<file path="config.mk">
export PLATFORM = sky130hd
export DESIGN_NAME = dlx_bus_arbiter
export DESIGN_NICKNAME = d
export VERILOG_FILES = /design/src/rtl/dlx_bus_pkg.sv /design/src/rtl/dlx_bus_rr_arbiter2.sv /design/src/rtl/dlx_bus_arbiter.sv
export SDC_FILE = /design/constraint.sdc
export NUM_CORES = 1
export LEC_CHECK = 0
export ABC_AREA = 1
export CAP_MARGIN = 15
export CORE_MARGIN = 1
export CORE_UTILIZATION = 39
export DETAILED_ROUTE_END_ITERATION = 16
export HOLD_SLACK_MARGIN = 0.12
export PLACE_DENSITY = 0.81
export SYNTH_ARGS = -nofsm -noshare
export SYNTH_HDL_FRONTEND = slang
export SYNTH_SLANG_ARGS = --single-unit
</file>
<file path="constraint.sdc">
create_clock -name CLK -period 1.7 [get_ports CLK]
set_input_delay 0.255 -clock CLK [delete_from_list [all_inputs] [get_ports CLK]]
set_output_delay 0.255 -clock CLK [all_outputs]
set_load 0.1 [all_outputs]
</file>
<file path="src/rtl/dlx_bus_pkg.sv">
// Shared types and constants for the DLX external bus arbiter.
// State encodings are fixed because they are exported on CURR_STATE for debug.
package dlx_bus_pkg;

    localparam int unsigned DefaultAw      = 32;
    localparam int unsigned DefaultDw      = 32;
    localparam int unsigned DefaultTimeout = 255;

    typedef enum logic [1:0] {
        StIdle    = 2'd0,
        StSetup   = 2'd1,
        StWaitAck = 2'd2,
        StRelease = 2'd3
    } state_e;

    localparam logic [1:0] GntNone = 2'b00;
    localparam logic [1:0] GntM0   = 2'b01;
    localparam logic [1:0] GntM1   = 2'b10;

endpackage

</file>
<file path="src/rtl/dlx_bus_rr_arbiter2.sv">
// Two-way round-robin pick: on a tie the master that did not own the last transfer wins.
// Purely combinational; the caller decides when the pick is used.
module rr_arbiter2
    import dlx_bus_pkg::*;
(
    input  logic       req0,
    input  logic       req1,
    input  logic       last_m1,
    output logic [1:0] gnt
);

    always_comb begin
        gnt = GntNone;
        if (req0 && req1) begin
            gnt = last_m1 ? GntM0 : GntM1;
        end else if (req0) begin
            gnt = GntM0;
        end else if (req1) begin
            gnt = GntM1;
        end
    end

endmodule

</file>
<file path="src/rtl/dlx_bus_arbiter.sv">
// DLX external memory bus owner: shares the AS_N/WR_N/ACK_N handshake between the monitor (M0)
// and the core (M1), one SETUP -> WAIT_ACK -> RELEASE transfer at a time, with an ACK watchdog.
module dlx_bus_arbiter
    import dlx_bus_pkg::*;
#(
    parameter int unsigned AW      = DefaultAw,
    parameter int unsigned DW      = DefaultDw,
    parameter int unsigned TIMEOUT = DefaultTimeout
) (
    input  logic          CLK,
    input  logic          RESET,
    input  logic          M0_REQ,
    input  logic          M0_WE,
    input  logic [AW-1:0] M0_ADDR,
    input  logic [DW-1:0] M0_WDATA,
    output logic          M0_DONE,
    output logic          M0_ERR,
    input  logic          M1_REQ,
    input  logic          M1_WE,
    input  logic [AW-1:0] M1_ADDR,
    input  logic [DW-1:0] M1_WDATA,
    output logic          M1_DONE,
    output logic          M1_ERR,
    output logic [DW-1:0] RDATA,
    output logic [AW-1:0] BUS_ADDR,
    output logic [DW-1:0] BUS_DO,
    input  logic [DW-1:0] BUS_DI,
    output logic          AS_N,
    output logic          WR_N,
    input  logic          ACK_N,
    output logic [1:0]    GNT,
    output logic          BUSY,
    output logic [1:0]    CURR_STATE
);

    localparam int unsigned WdW = (TIMEOUT > 2) ? $clog2(TIMEOUT) : 1;

    state_e          state_q, state_d;
    logic [WdW-1:0]  watchdog_q, watchdog_d;
    logic [1:0]      last_gnt_q, last_gnt_d;
    logic [1:0]      gnt_q, gnt_d;
    logic [1:0]      done_q, done_d;
    logic [1:0]      err_q, err_d;
    logic            we_q, we_d;
    logic            as_n_q, as_n_d;
    logic            wr_n_q, wr_n_d;
    logic [AW-1:0]   bus_addr_q, bus_addr_d;
    logic [DW-1:0]   bus_do_q, bus_do_d;
    logic [DW-1:0]   rdata_q, rdata_d;
    logic [1:0]      pick;
    logic            wd_expired;

    rr_arbiter2 u_arb (
        .req0    (M0_REQ),
        .req1    (M1_REQ),
        .last_m1 (last_gnt_q == GntM1),
        .gnt     (pick)
    );

    assign wd_expired = (watchdog_q == WdW'(TIMEOUT - 1));

    always_ff @(posedge CLK) begin
        if (RESET) begin
            state_q    <= StIdle;
            watchdog_q <= '0;
            last_gnt_q <= GntM1;
            gnt_q      <= GntNone;
            done_q     <= 2'b00;
            err_q      <= 2'b00;
            we_q       <= 1'b0;
            as_n_q     <= 1'b1;
            wr_n_q     <= 1'b1;
            bus_addr_q <= '0;
            bus_do_q   <= '0;
            rdata_q    <= '0;
        end else begin
            state_q    <= state_d;
            watchdog_q <= watchdog_d;
            last_gnt_q <= last_gnt_d;
            gnt_q      <= gnt_d;
            done_q     <= done_d;
            err_q      <= err_d;
            we_q       <= we_d;
            as_n_q     <= as_n_d;
            wr_n_q     <= wr_n_d;
            bus_addr_q <= bus_addr_d;
            bus_do_q   <= bus_do_d;
            rdata_q    <= rdata_d;
        end
    end

    always_comb begin
        state_d = state_q;
        case (state_q)
            StIdle:    if (pick != GntNone) state_d = StSetup;
            StSetup:   state_d = StWaitAck;
            StWaitAck: begin
                if (!ACK_N) begin
                    state_d = StRelease;
                end else if (wd_expired) begin
                    state_d = StIdle;
                end
            end
            StRelease: if (ACK_N) state_d = StIdle;
            default:   state_d = StIdle;
        endcase
    end

    // Next values of every registered output; DONE/ERR default low so they pulse once.
    always_comb begin
        watchdog_d = watchdog_q;
        last_gnt_d = last_gnt_q;
        gnt_d      = gnt_q;
        done_d     = 2'b00;
        err_d      = 2'b00;
        we_d       = we_q;
        as_n_d     = as_n_q;
        wr_n_d     = wr_n_q;
        bus_addr_d = bus_addr_q;
        bus_do_d   = bus_do_q;
        rdata_d    = rdata_q;
        case (state_q)
            StIdle: begin
                if (pick != GntNone) begin
                    gnt_d      = pick;
                    last_gnt_d = pick;
                    if (pick == GntM0) begin
                        bus_addr_d = M0_ADDR;
                        bus_do_d   = M0_WDATA;
                        we_d       = M0_WE;
                    end else begin
                        bus_addr_d = M1_ADDR;
                        bus_do_d   = M1_WDATA;
                        we_d       = M1_WE;
                    end
                end
            end
            StSetup: begin
                as_n_d     = 1'b0;
                wr_n_d     = ~we_q;
                watchdog_d = '0;
            end
            StWaitAck: begin
                if (!ACK_N) begin
                    as_n_d = 1'b1;
                    wr_n_d = 1'b1;
                    done_d = gnt_q;
                    if (!we_q) rdata_d = BUS_DI;
                end else if (wd_expired) begin
                    as_n_d = 1'b1;
                    wr_n_d = 1'b1;
                    err_d  = gnt_q;
                    gnt_d  = GntNone;
                end else begin
                    watchdog_d = watchdog_q + WdW'(1);
                end
            end
            StRelease: if (ACK_N) gnt_d = GntNone;
            default: begin
                watchdog_d = '0;
                last_gnt_d = GntM1;
                gnt_d      = GntNone;
                we_d       = 1'b0;
                as_n_d     = 1'b1;
                wr_n_d     = 1'b1;
                bus_addr_d = '0;
                bus_do_d   = '0;
                rdata_d    = '0;
            end
        endcase
    end

    assign M0_DONE    = done_q[0];
    assign M1_DONE    = done_q[1];
    assign M0_ERR     = err_q[0];
    assign M1_ERR     = err_q[1];
    assign RDATA      = rdata_q;
    assign BUS_ADDR   = bus_addr_q;
    assign BUS_DO     = bus_do_q;
    assign AS_N       = as_n_q;
    assign WR_N       = wr_n_q;
    assign GNT        = gnt_q;
    assign BUSY       = (state_q != StIdle);
    assign CURR_STATE = state_q;

endmodule
</file>
==> metrics.csv <==
metric;value;unit
Reg area;2350;sq um
detailed placer's ending HPWL;13.03;mm
Worst VDD drop;0.001767;V
Die W;115.1;microns
H-tree depth;4;
crit-path max FO;5;
Reg2Reg Capture Point;BUS_DO[5]$_SDFFE_PP0P_;
Antenna diodes;0;
setup TNS;0;ns
total gr overflow;0;
Post-synth EDFFs;0;
initial antenna violation count;0;
Core Rows;40;
Final Hold Fails;0;
DRC;0;
Worst Path Required;1.44;ns
Yosys top cell by area;dfxtp_1;
Worst Hold Depth;3;
core area;12260;sq um
1st-iter DRT viols;414;
wl on met1;6.410;mm
cell count after synthesis;658;
Die Ht;115.1;microns
Post-Syn Area per Cell;7.587;sq um
Worst Hold Launch;M1_ADDR[30];
Worst-path clk slew;0.06;ns
CTS Hold Bufs;0;
Non-Filler Instances;1108;
Inserted Clock Buffers;17;
Hold Path End;BUS_ADDR[30]$_SDFFE_PP0P_;
starting density of the core;0.4071;
die area;13260;sq um
commonest non-fill, non-tap cell in the layout;nand2_1;
commonest non-fill, non-tap cells in the layout;171 x nand2_1, 166 x clkdlybuf4s50_1, 118 x buf_12;
pwr/cell area;2182;nW/um^2
PnR worst setup slack;0.07476;ns
ys async rst share;0;
Clk Latency, worst-skew pair;0.42;ns
largest net degree at the start of global routing;65;
Pleak;3.935;nW
reg-to-reg slack, setup;0.08;ns
Tmin final;1.625;ns
Worst Tran Pin Value;0.3760;ns
Top Metal Used;met4;
GPL Wtd Cong;0.8602;
I/O pin total;274;
Worst Skew;0.009209;ns
Yosys cell types;30;
synth warn;0;
slowest stage cell, crit path;dfxtp_4;
Mapped Area;4992;sq um
crit path cell chain;inv_4, ha_4, clkinvlp_4, buf_12;
critical path class;flip-flop to primary output;
Yosys reg bits;117;
slowest stage delay, CP;0.38;ns
Multi-input gate area;2217;sq um
WL/cell;16.47;microns
placed insts;1070;
Tot GR Track Use;0.2658;
pre-CTS setup slack;-0.08575;ns
CTS sink cnt;117;
first-pass GRT wire length;26.61;mm
total number of vias;5625;
DR vias/cell;5.077;
Area Growth Syn to Fin;95.54;%
crit path DAT;1.37;ns
area share of the largest cell type after synthesis;0.4692;
reg-to-reg startpoint;CURR_STATE[1]$_SDFFE_PP0P_;
DRT Pass-1 Iters;4;
Rel. slew slack;0.7467;
Synth area leaders;dfxtp_1 47%, nand2_1 13%, a31oi_1 8.1%;
Final period util;0.9560;
fin nets;1101;
# port buffers;273;
crit path launch type;flip-flop;
endpoint class of the critical path;primary output;
f_max;615.3;MHz
status;complete, no violations;
register area share after synthesis;0.4692;
main flop type after synthesis;dfxtp_1;
Syn Nets;832;
vias in the first global route;5443;
Max Root-Sink Buffers;2;
clk root buf;clkbuf_16;
Max Cap Viol;0;
count of final max-slew check failures;0;
fillers;755;
CTS tree;yes;
Final Util;0.7961;
worst min-delay path category;input pin to flip-flop;
DR WL met3;1.607;mm
setup violators final;0;
Total Wirelength;18.25;mm
Routed met2 length;9.684;mm
Register-to-Register Path Depth;9;
Routed Antenna Nets;0;
layout cells sized above 1;0.2032;
==> what timing repair did <==
| action | in CTS | in global routing |
|---|---|---|
| buffers inserted | 0 | 4 |
| endpoints found under the setup margin | 0 | 48 |
| resized for setup | 0 | 8 |
| hold endpoints to repair | 0 | 0 |
==> final cells by class <==
cell class	instances	share of cell area
timing repair buffer	298	0.4286
sequential	117	0.2407
multi-input combinational	441	0.2271
clock buffer	18	0.04499
tap	168	0.02153
inverter	52	0.02089
clock inverter	14	0.01615
==> layer usage <==
metal / track usage / vias up
met3: 0.1054 / 43
met5: 0 / -
li1: - / 2760
met2: 0.4916 / 274
met1: 0.2572 / 2548
met4: 0.1273 / 0
==> state kept, by name, indices dropped and copies added (netlist names) <==
register and cells:
err_q 2, RDATA 32, AS_N 1, GNT 2
BUS_DO 32, done_q 2, BUS_ADDR 32, last_gnt_q 2
we_q 1, watchdog_q 8, CURR_STATE 2, WR_N 1
==> worst max-delay path by stage <==
stage | cells past startpoint | slack [ns] | start | end
5_1_grt | 8 | -0.006 | CURR_STATE[1]$_SDFFE_PP0P_ | BUS_ADDR[26]$_SDFFE_PP0P_
3_5_place_dp | 7 | -0.09 | M1_REQ | BUS_DO[2]$_SDFFE_PP0P_
6_report | 4 | 0.07 | CURR_STATE[1]$_SDFFE_PP0P_ | BUSY
4_1_cts | 7 | 0.01 | CURR_STATE[0]$_SDFFE_PP0P_ | RDATA[6]$_SDFFE_PP0P_
3_3_place_gp | 7 | 0.03 | M0_REQ | BUS_DO[4]$_SDFFE_PP0P_
2_1_floorplan | 8 | -0.27 | CURR_STATE[1]$_SDFFE_PP0P_ | BUS_DO[0]$_SDFFE_PP0P_
==> through the flow <==
| step | area (sq um) | power (mW) | hold WS (ns) |
|---|---|---|---|
| 4_1_cts | 9651 | 21.06 | 0.3834 |
| 3_3_place_gp | 9054 | 17.18 | 0.4555 |
| 2_1_floorplan | 5055 | 12.30 | 0.3318 |
| 5_1_grt | 9762 | 22.03 | 0.3989 |
| 3_5_place_dp | 9054 | 17.36 | 0.4521 |
| 6_report | 9762 | 21.30 | 0.3967 |
==> where the power goes <==
group | total (mW) | leakage [nW] | internal, mW | switching (mW)
clock network | 3.63 | 0.292 | 2.33 | 1.30
logic | 13.1 | 2.68 | 4.73 | 8.40
registers | 4.55 | 0.963 | 3.61 | 0.940
total | 21.3 | 3.93 | 10.7 | 10.6
==> Yosys cell counts (3+ instances only) <==
| library cell | number |
|---|---|
| o21ai_1 | 23 |
| nand2_1 | 172 |
| nand2_2 | 3 |
| buf_4 | 3 |
| nor2_1 | 20 |
| a21oi_1 | 44 |
| nand3_1 | 9 |
| nor3_1 | 3 |
| a31oi_1 | 65 |
| dfxtp_1 | 117 |
| o21ai_2 | 5 |
| o21ai_0 | 73 |
| inv_1 | 50 |
| buf_6 | 9 |
| buf_2 | 18 |
| clkbuf_1 | 18 |
| ha_1 | 7 |
==> worst max-delay path, delay by kind of cell (launching register included) <==
kind	cells	cell delay, ns
adder cells (fa/ha/maj)	1	0.15
buffers and inverters	3	0.41
flip-flops	1	0.38
==> cell families after synthesis <==
logic type / share of synthesized area
buffers and inverters: 0.09549
flip-flops: 0.4692
AND/OR/NAND/NOR: 0.1779
adder cells (fa/ha/maj): 0.01754
XOR/XNOR: 0.001755
AO/OA/AOI/OAI: 0.2381
Power figures use the tool's default switching activity.
